--- config.mk ---
export PLATFORM = sky130hd
export DESIGN_NAME = serial_subtractor8
export DESIGN_NICKNAME = d
export VERILOG_FILES = /design/src/rtl/serial_subtractor8.sv
export SDC_FILE = /design/constraint.sdc
export NUM_CORES = 1
export LEC_CHECK = 0
export BUFFER_PORTS_ARGS = -buffer_cell sky130_fd_sc_hd__buf_2
export CELL_PAD_IN_SITES_DETAIL_PLACEMENT = 0
export CELL_PAD_IN_SITES_GLOBAL_PLACEMENT = 1
export CORE_MARGIN = 8
export CORE_UTILIZATION = 39
export DETAILED_ROUTE_END_ITERATION = 8
export PLACE_DENSITY = 0.84
export SLEW_MARGIN = 20
export SYNTH_ARGS = -nofsm -noshare
export SYNTH_HDL_FRONTEND = slang
export SYNTH_SLANG_ARGS = --single-unit
export TNS_END_PERCENT = 10
--- constraint.sdc ---
create_clock -name clk -period 1.4 [get_ports clk]
set_input_delay 0.21 -clock clk [delete_from_list [all_inputs] [get_ports clk]]
set_output_delay 0.21 -clock clk [all_outputs]
set_load 0.02 [all_outputs]
--- src/rtl/serial_subtractor8.sv ---
// -----------------------------------------------------------------------------
// serial_subtractor8
//
// Bit-serial unsigned subtractor. It computes diff = a - b, LSB first, one bit
// per clock, using a single full-subtractor cell and shift registers.
//
// Parameters:
//   WIDTH   operand/result width in bits (>= 2), default 8
//
// Ports:
//   clk     in   system clock, rising edge
//   rst     in   asynchronous reset, active high
//   start   in   request; accepted only in IDLE or DONE
//   a       in   minuend, captured on an accepted start
//   b       in   subtrahend, captured on an accepted start
//   busy    out  high while the operation is shifting
//   done    out  one-cycle pulse when a new result has been loaded
//   diff    out  a - b mod 2^WIDTH, held until the next completion
//   borrow  out  1 when a < b (unsigned), held like diff
//   ovf     out  two's-complement overflow of a - b (SUB_OVERFLOW_EN only)
//
// Optional feature macro: SUB_OVERFLOW_EN
//   Defined     -> ovf reports signed overflow and is held like diff.
//   Not defined -> ovf is tied to 0 and no extra flops are built.
// -----------------------------------------------------------------------------
module serial_subtractor8 #(
    parameter int WIDTH = 8
) (
    input  logic             clk,
    input  logic             rst,
    input  logic             start,
    input  logic [WIDTH-1:0] a,
    input  logic [WIDTH-1:0] b,
    output logic             busy,
    output logic             done,
    output logic [WIDTH-1:0] diff,
    output logic             borrow,
    output logic             ovf
);

    localparam int CW = (WIDTH > 2) ? $clog2(WIDTH) : 1;
    localparam logic [CW-1:0] CNT_LAST = CW'(WIDTH - 1);

    typedef enum logic [1:0] {
        IDLE  = 2'd0,
        SHIFT = 2'd1,
        DONE  = 2'd2
    } state_t;

    state_t           state_q, state_d;
    logic [WIDTH-1:0] rega_q, rega_d;
    logic [WIDTH-1:0] regb_q, regb_d;
    logic [WIDTH-1:0] res_q, res_d;
    logic [WIDTH-1:0] diff_q, diff_d;
    logic             br_q, br_d;
    logic             borrow_q, borrow_d;
    logic [CW-1:0]    cnt_q, cnt_d;

    logic             bit_d;
    logic             br_next;
    logic             accept;
    logic             last_cycle;

    // Full-subtractor cell working on the current LSBs.
    assign bit_d   = rega_q[0] ^ regb_q[0] ^ br_q;
    assign br_next = (~rega_q[0] & regb_q[0]) | (~(rega_q[0] ^ regb_q[0]) & br_q);

    // A start is honoured only when no operation is in flight.
    assign accept     = start && ((state_q == IDLE) || (state_q == DONE));
    assign last_cycle = (state_q == SHIFT) && (cnt_q == CNT_LAST);

    always_comb begin
        state_d  = state_q;
        rega_d   = rega_q;
        regb_d   = regb_q;
        res_d    = res_q;
        diff_d   = diff_q;
        br_d     = br_q;
        borrow_d = borrow_q;
        cnt_d    = cnt_q;

        case (state_q)
            IDLE, DONE: begin
                if (accept) begin
                    rega_d  = a;
                    regb_d  = b;
                    res_d   = '0;
                    br_d    = 1'b0;
                    cnt_d   = '0;
                    state_d = SHIFT;
                end else begin
                    state_d = IDLE;
                end
            end
            SHIFT: begin
                res_d  = {bit_d, res_q[WIDTH-1:1]};
                rega_d = {1'b0, rega_q[WIDTH-1:1]};
                regb_d = {1'b0, regb_q[WIDTH-1:1]};
                br_d   = br_next;
                cnt_d  = cnt_q + CW'(1);
                if (last_cycle) begin
                    // The final bit is folded in directly so the visible result
                    // changes on the same edge that enters DONE.
                    diff_d   = {bit_d, res_q[WIDTH-1:1]};
                    borrow_d = br_next;
                    cnt_d    = '0;
                    state_d  = DONE;
                end
            end
            default: state_d = IDLE;
        endcase
    end

    always_ff @(posedge clk or posedge rst) begin
        if (rst) begin
            state_q  <= IDLE;
            rega_q   <= '0;
            regb_q   <= '0;
            res_q    <= '0;
            diff_q   <= '0;
            br_q     <= 1'b0;
            borrow_q <= 1'b0;
            cnt_q    <= '0;
        end else begin
            state_q  <= state_d;
            rega_q   <= rega_d;
            regb_q   <= regb_d;
            res_q    <= res_d;
            diff_q   <= diff_d;
            br_q     <= br_d;
            borrow_q <= borrow_d;
            cnt_q    <= cnt_d;
        end
    end

    assign busy   = (state_q == SHIFT);
    assign done   = (state_q == DONE);
    assign diff   = diff_q;
    assign borrow = borrow_q;

`ifdef SUB_OVERFLOW_EN
    // Operand sign bits are kept separately because the operand shift
    // registers have lost them by the time the result completes.
    logic amsb_q, amsb_d;
    logic bmsb_q, bmsb_d;
    logic ovf_q, ovf_d;

    always_comb begin
        amsb_d = amsb_q;
        bmsb_d = bmsb_q;
        ovf_d  = ovf_q;
        if (accept) begin
            amsb_d = a[WIDTH-1];
            bmsb_d = b[WIDTH-1];
        end
        if (last_cycle) begin
            // bit_d is the result MSB on the completing cycle.
            ovf_d = (amsb_q != bmsb_q) && (bit_d != amsb_q);
        end
    end

    always_ff @(posedge clk or posedge rst) begin
        if (rst) begin
            amsb_q <= 1'b0;
            bmsb_q <= 1'b0;
            ovf_q  <= 1'b0;
        end else begin
            amsb_q <= amsb_d;
            bmsb_q <= bmsb_d;
            ovf_q  <= ovf_d;
        end
    end

    assign ovf = ovf_q;
`else
    assign ovf = 1'b0;
`endif

endmodule
# After elaboration in Yosys (flattened, before gate mapping)
# Index checks and enable logic that the tools add are counted.
# classes
addsub	1
eq_ne	5
reduce_logical	8
muxes	14
n_bitwise	7
# op_table
cell	count
$pmux 8 s2	3
$mux 8	3
$mux 3	2
$pmux 3 s2	1
$pmux 2 s2	1
$reduce_and 2->1	2
$add 3x1->3 const B	1
$eq 3x3->1 const B	1
$and 1x1->1	2
$eq 2x1->1 const B	1
$eq 2x2->1 const B	1
$logic_and 1x1->1	2
$logic_not 2->1	1
$mux 1	2
$mux 2	1
$ne 2x1->1 const B	1
$ne 2x2->1 const B	1
$not 1->1	2
$pmux 1 s2	1
$reduce_bool 2->1	1
$reduce_or 2->1	1
$xor 1x1->1	2
$logic_or 1x1->1	1
$or 1x1->1	1
# word_totals
inputBits	19
ff_bits	39
out_inout_bits	12
word_cells	43

# Depth between registers and ports, before layout
# Gate-level depths: netlist of the first run.
# depth
depth_word	5
ltp_mapped	6

# Least setup slack after synthesis of the first run
# Ideal clock, no wire load.
# synth_timing
kind	reg-to-reg
startpoint	register cnt_q[0]
endpoint	register diff_q[0], in the netlist diff[0]
stages_incl_launch_ff	6
n_path_buf	1
arrival_time_ps	1300
setup_slack_ps	-25
t_required_ps	1275
path_cell_list	dfrtp_1 ha_1 ha_1 nand3b_4 buf_6 mux2_4
# synth_via
elab_chain_len	3
# synth_rtl
element	line_no	rtl
from (decl)	57	logic [CW-1:0] cnt_q, cnt_d;
from (signal assigned)	132	cnt_q <= cnt_d;
$eq 3x3->1	70	assign last_cycle = (state_q == SHIFT) && (cnt_q == CNT_LAST);
$logic_and 1x1->1	70	
$reduce_and 2->1 (no source line)	-	
to (signal assigned)	129	diff_q <= diff_d;
to (decl)	54	logic [WIDTH-1:0] diff_q, diff_d;
# Every way passes these cells.
# A chain may end at the register's enable or synchronous reset.

# Worst setup path in the final report of the first run
# layout_timing
startpoint	register state_q[0]
endpoint	output done
# layout_via
elab_chain_len	1
# layout_rtl
element	line_no	rtl
from (decl)	50	state_t state_q, state_d;
from (signal assigned)	125	state_q <= state_d;
$eq 2x2->1	137	assign done = (state_q == DONE);
to (decl)	35	output logic done,
# Every way passes these cells.

==> results.py, run 1 <==
metrics = {
    "place": {
        "gp_congestion": 0.755,
        "placed_cells": 220,
        "io_buffers": 29,
        "dpl.hpwl_um": 2450,
    },
    "synthesis": {
        "synth_seq_area_share": 0.549,
        "syn_area_per_cell_um2": 12.5,
        "ys_ff_latch": 38,
        "yosysWarnings": 0,
        "netlist_area_um2": 1730,
        "syn_inst": 139,
        "synth_nets": 161,
        "ys_types": 27,
    },
    "grt": {
        "grt_usage": 0.112,
        "grt_pass1_vias": 1319,
        "grt_max_degree": 39,
        "overflow": 0,
        "grt_first_pass_wirelength_um": 5950,
        "grt_antenna_before_repair": 0,
    },
    "timing": {
        "fin_crit_sh": 0.977,
        "finalCriticalPeriod_ns": 1.37,
        "rsz0062_at_grt": "yes",
        "setup_viol": 0,
        "final.setup_skew_ns": 0.00746,
        "finalMaxSlewViolations": 0,
        "fmax_ghz": 0.731,
        "hold_viol_final": 0,
    },
    "setup_path": {
        "cp_num_buf_inv": 2,
        "crit_cells": 3,
        "worst-endpoint-arrival_ns": 1.16,
        "slowest_stage": "dfrtp_2",
        "worst_path_most_repeated_cell": "buf_6",
        "cp_slowest_stage_delay_ns": 0.45,
        "cp.required_ns": 1.19,
        "critPathTopFamily": "flip-flops",
        "cp-end-kind": "primary output",
        "path_cells": "buf_6 > nor2b_2 > buf_6",
        "worstSetupStartpointType": "flop",
        "worstRegToRegCells": 4,
        "crit_fanout": 13,
        "worst-setup-path-type": "flop to primary output",
    },
    "layout": {
        "seq_area_um2": 952,
        "nets": 206,
        "final_cells": 236,
        "diodes": 0,
        "synthToLayoutAreaGrowth_pct": 23.2,
        "nFillCells": 408,
        "drive_above_1_share": 0.413,
        "multi_input_area_um2": 719,
    },
    "route": {
        "wire_per_inst_um": 15.2,
        "drt-initial-drc-count": 40,
        "first_pass_iters": 4,
        "vias": 1236,
        "drcViolationCount": 0,
        "avgViaCountPerCell": 5.24,
        "routed_wl_um": 3600,
        "ant_nets": 0,
    },
    "clock_network": {
        "clock-sinks": 38,
        "cts-root-buf": "clkbuf_8",
        "cts_made_buffers": 5,
        "holdBufCountCts": 0,
        "htreeDepth": 2,
        "cts_tree": "built",
        "cts_buffer_depth": 2,
        "clk_pin_slew_worst_paths_ns": 0.08,
        "insertion_delay_ns": 0.28,
    },
    "floorplanning": {
        "core_um2": 4320,
        "rows": 24,
        "chipHeight_um": 82.7,
        "io_pins": 31,
        "chipWidth_um": 82.7,
        "die-area_um2": 6830,
        "start_util": 0.401,
    },
    "run": {
        "drv_cap": 0,
    },
    "power": {
        "p_leak_uw": 0.00103,
        "finalPower_uw": 4890,
        "power.density_nw_per_um2": 2290,
        "peakVddDrop_v": 0.00126,
    },
    "worst_hold_path": {
        "min_path_type": "input port to asynchronous set/reset pin",
    },
    "outcome": {
        "status": "complete, no violations",
    },
}
[power by group]
part / internal, uW / total (uW) / switching [uW]
Sequential: 1630 / 1980 / 351
Clock: 334 / 703 / 369
Combinational: 1140 / 2220 / 1070
[cell usage in the layout, fill, tap and decap left out, types with 3 or more instances in the layout]
master | synthesis | final
mux2_4 | 7 | 7
nor2_1 | 9 | 9
buf_6 | 5 | 3
mux2i_1 | 6 | 6
clkbuf_8 | 0 | 5
nor2b_1 | 6 | 5
buf_4 | 1 | 17
mux2_2 | 4 | 4
a211oi_1 | 6 | 6
inv_1 | 4 | 4
nor3_1 | 7 | 7
buf_2 | 5 | 28
dfrtp_1 | 38 | 37
a22o_1 | 11 | 11
o22ai_1 | 8 | 8
a21oi_1 | 7 | 7
[final cells by class]
class                   count  area share
flip-flops and latches     38       0.446
multi-input cells          86       0.337
repair buffers             48       0.141
clock buffers               5      0.0322
well taps                  52      0.0305
inverters                   5     0.00879
clock inverters             2     0.00469
[worst paths after layout]
| check | start | to | slack, ns |
|---|---|---|---|
| setup reg to reg | cnt_q[0]$_DFFE_PP0P_ | diff[6]$_DFFE_PP0P_ | 0.04 |
| max in group asynchronous | rst | state_q[0]$_DFFE_PP0P_ | 1.01 |
| min in group clk | a[7] | rega_q[7]$_DFFE_PP0P_ | 0.16 |
| hold / removal | rst | diff[0]$_DFFE_PP0P_ | 0.01 |
| hold reg to reg | br_q$_DFFE_PP0P_ | br_q$_DFFE_PP0P_ | 0.50 |
| setup / recovery | state_q[0]$_DFFE_PP0P_ | done | 0.03 |
[routing by layer]
| layer | part of all wire | up-vias | GRT usage | wire length [um] |
|---|---|---|---|---|
| met5 | 0 | - | 0 | 0 |
| met1 | 0.47 | 610 | 0.141 | 1690 |
| li1 | - | 584 | - | - |
| met3 | 0.050 | 6 | 0.0314 | 181 |
| met2 | 0.47 | 36 | 0.176 | 1680 |
| met4 | 0.015 | 0 | 0.0431 | 53 |
[sequential cells by signal, summed over array words and instances, names as in the netlist]
| register | count |
|---|---|
| diff | 8 |
| rega_q | 8 |
| regb_q | 8 |
| res_q | 7 |
| cnt_q | 3 |
| state_q | 2 |
| borrow | 1 |
| br_q | 1 |
[synth_stat cells]
master / count / area, um2
a211oi_1: 6 / 45.0
a21oi_1: 7 / 35.0
a22o_1: 11 / 96.3
and2b_1: 1 / 7.51
buf_2: 5 / 25.0
buf_4: 1 / 7.51
buf_6: 5 / 56.3
conb_1: 1 / 3.75
dfrtp_1: 38 / 951
fa_1: 1 / 20.0
ha_1: 2 / 25.0
inv_1: 4 / 15.0
inv_2: 1 / 3.75
mux2_2: 4 / 45.0
mux2_4: 7 / 105
mux2i_1: 6 / 60.1
nand2_1: 1 / 3.75
nand2b_1: 2 / 12.5
nand3b_4: 1 / 20.0
nor2_1: 9 / 33.8
nor2_4: 1 / 11.3
nor2b_1: 6 / 37.5
nor2b_2: 1 / 8.76
nor3_1: 7 / 35.0
o21ai_0: 2 / 10.0
o22ai_1: 8 / 50.1
o2bb2ai_1: 1 / 8.76
[logic make-up (layout without fill, tap and decap cells)]
group	count (synthesis)	after routing	synth area share
flops	38	38	0.549
buf+inv	16	60	0.0621
simple gates	29	30	0.0982
compound gates	35	35	0.142
other cells	1	1	0.00216
fa+ha+maj	3	3	0.0260
mux	17	17	0.121
[worst reg2reg max path, delay by kind of cell, from the launching register on]
family                     cells  cell delay [ns]
DFF                            1             0.40
adders and majority gates      2             0.38
muxes                          1             0.34
and+or+nand+nor                1             0.13
[timing repair]
| item | CTS | global route |
|---|---|---|
| gates cloned | 1 | 0 |
| pin swaps | 1 | 2 |
| buffers inserted | 3 | 5 |
| resized for setup | 4 | 6 |
| setup endpoints to repair | 10 | 18 |
[through the flow]
step / instance area [um2] / hold slack [ns] / TNS, ns / utilization / setup slack [ns]
after floorplan: 1740 / 0.350 / 0 / - / 0.0201
after global placement: 1940 / 0.339 / 0 / 0.448 / 0.00532
after detailed placement: 1940 / 0.347 / -0.300 / 0.448 / -0.0694
after CTS: 2070 / 0.0399 / -0.0415 / 0.479 / -0.0415
after global routing: 2140 / 0.0515 / -0.0110 / 0.494 / -0.0110
final: 2140 / 0.0132 / 0 / 0.494 / 0.0316
Power figures use the tool's default switching activity.
==> inputs of run 2 (changes only) <==
Settings changed: PLACE_DENSITY 0.84 to unset, PLACE_DENSITY_LB_ADDON set to 0.2.
==> run 2 against run 1 <==
Compared with the run above: flip-flop and latch count did not move; critical path depth did not move; power rose by 1.1%; setup slack improved by 0.0035 ns; non-clock buffer count fell by 5; die area did not move; largest cell class unchanged.
==> results.py, run 2 (synthesized netlist as in run 1, its figures left out) <==
metrics = {
    "floorplanning": {
        "start_util": 0.401,
        "rows": 24,
        "chipWidth_um": 82.7,
        "die-area_um2": 6830,
        "io_pins": 31,
        "core_um2": 4320,
        "chipHeight_um": 82.7,
    },
    "grt": {
        "grt_first_pass_wirelength_um": 5780,
        "busiest_layer": "met2",
        "met3_usage": 0.0498,
        "grt_usage": 0.113,
        "grt_antenna_before_repair": 0,
        "grtUsageMet2": 0.166,
        "grt_pass1_vias": 1202,
        "met1_usage": 0.141,
        "grt_max_degree": 39,
        "overflow": 0,
    },
    "setup_path": {
        "cp_num_buf_inv": 2,
        "reg2reg_slack_ns": 0.09,
        "worstRegToRegCells": 4,
        "slowest_stage": "dfrtp_2",
        "crit_fanout": 9,
        "worstSetupStartpointType": "flop",
        "worst-setup-path-type": "flop to primary output",
        "timing.rr.start": "cnt_q[0]$_DFFE_PP0P_",
        "critPathTopFamily": "flip-flops",
        "path_cells": "buf_12 > nor2b_1 > buf_4",
        "worst-endpoint-arrival_ns": 1.15,
        "cp.required_ns": 1.19,
        "cp-end-kind": "primary output",
        "cp_slowest_stage_delay_ns": 0.44,
        "r2r_end": "diff[0]$_DFFE_PP0P_",
    },
    "timing": {
        "fin_tns_setup_ns": 0,
        "rsz0062_at_grt": "yes",
        "finalMaxSlewViolations": 0,
        "setup_viol": 0,
        "finalCriticalPeriod_ns": 1.36,
        "final.setup_skew_ns": 0.00150,
        "hold_viol_final": 0,
        "fin_crit_sh": 0.975,
        "fmax_ghz": 0.733,
    },
    "power": {
        "p_leak_uw": 0.00101,
        "peakVddDrop_v": 0.000896,
        "power.density_nw_per_um2": 2330,
    },
    "layout": {
        "diodes": 0,
        "synthToLayoutAreaGrowth_pct": 22.4,
        "drive_above_1_share": 0.394,
        "nets": 201,
        "layout_commonest_cell": "dfrtp_1",
        "nFillCells": 408,
        "fin_area_um2": 2120,
        "final_cells": 232,
        "most-common-layout-cells": "dfrtp_1, buf_2, buf_4",
    },
    "place": {
        "io_buffers": 29,
        "postPlaceCellArea_um2": 1970,
        "placed_cells": 222,
        "gp_congestion": 0.735,
        "dpl.hpwl_um": 2420,
    },
    "route": {
        "ant_nets": 0,
        "drt-initial-drc-count": 92,
        "first_pass_iters": 4,
        "routed_wl_um": 3570,
        "wire_per_inst_um": 15.4,
        "avgViaCountPerCell": 5.16,
        "drcViolationCount": 0,
        "vias": 1196,
    },
    "clock_network": {
        "clk_pin_slew_worst_paths_ns": 0.07,
        "cts-root-buf": "clkbuf_8",
        "holdBufCountCts": 0,
        "cts_buffer_depth": 2,
        "htreeDepth": 2,
        "clock-sinks": 38,
        "insertion_delay_ns": 0.28,
        "cts_made_buffers": 5,
        "cts_tree": "built",
    },
    "run": {
        "drv_cap": 0,
    },
    "worst_hold_path": {
        "min_path_type": "input port to asynchronous set/reset pin",
    },
    "outcome": {
        "status": "complete, no violations",
    },
}
==> run 2: worst register-to-register path, cell delays in order, from the launching register on <==
cell and delay (ns):
dfrtp_1 0.38, ha_2 0.20, ha_4 0.18, nand3b_4 0.13
mux2_4 0.31
==> run 2: worst max-delay path by stage <==
| stage | from | end | slack [ns] | depth (start not counted) |
|---|---|---|---|---|
| after CTS | state_q[0]$_DFFE_PP0P_ | done | 0.01 | 3 |
| after detailed placement | cnt_q[0]$_DFFE_PP0P_ | diff[6]$_DFFE_PP0P_ | -0.03 | 4 |
| after floorplan | cnt_q[0]$_DFFE_PP0P_ | diff[0]$_DFFE_PP0P_ | 0.02 | 5 |
| after global routing | state_q[1]$_DFFE_PP0P_ | done | -0.01 | 3 |
| after global placement | cnt_q[0]$_DFFE_PP0P_ | diff[6]$_DFFE_PP0P_ | 0.01 | 4 |
| final | state_q[1]$_DFFE_PP0P_ | done | 0.04 | 3 |
==> run 2: per-layer routing <==
| layer | share of wire | vias up |
|---|---|---|
| li1 | - | 576 |
| met1 | 0.45 | 594 |
| met2 | 0.47 | 24 |
| met3 | 0.064 | 2 |
| met4 | 0.0087 | 0 |
| met5 | 0 | - |
==> run 2: metrics by stage <==
step / hold WS, ns / setup slack, ns / power (uW) / util
floorplan: 0.350 / 0.0201 / 3510 / -
global placement: 0.344 / 0.0103 / 4000 / 0.455
detailed placement: 0.357 / -0.0251 / 4080 / 0.455
CTS: 0.0402 / 0.0141 / 4940 / 0.482
global route: 0.0628 / -0.0112 / 5340 / 0.490
finish: 0.0292 / 0.0351 / 4950 / 0.490
==> run 2: area by class of cell <==
cell class | count | area, um2 | area share
Clock buffer | 7 | 86.3 | 0.0407
Clock inverter | 1 | 5.00 | 0.00236
Inverter | 5 | 18.8 | 0.00885
Multi-Input combinational cell | 86 | 721 | 0.340
Sequential cell | 38 | 953 | 0.450
Tap cell | 52 | 65.1 | 0.0307
Timing Repair Buffer | 43 | 272 | 0.128
==> run 2: where the power goes <==
| part | switching, uW | leakage (uW) | internal [uW] |
|---|---|---|---|
| combinational | 1060 | 0.000501 | 1140 |
| sequential | 351 | 0.000462 | 1630 |
| clock | 373 | 0.0000482 | 397 |
==> run 2: what timing repair did <==
| item | CTS | global route |
|---|---|---|
| buffers inserted | 1 | 0 |
| endpoints found under the setup margin | 4 | 10 |
| gates resized for setup | 5 | 5 |
| cloned | 0 | 1 |
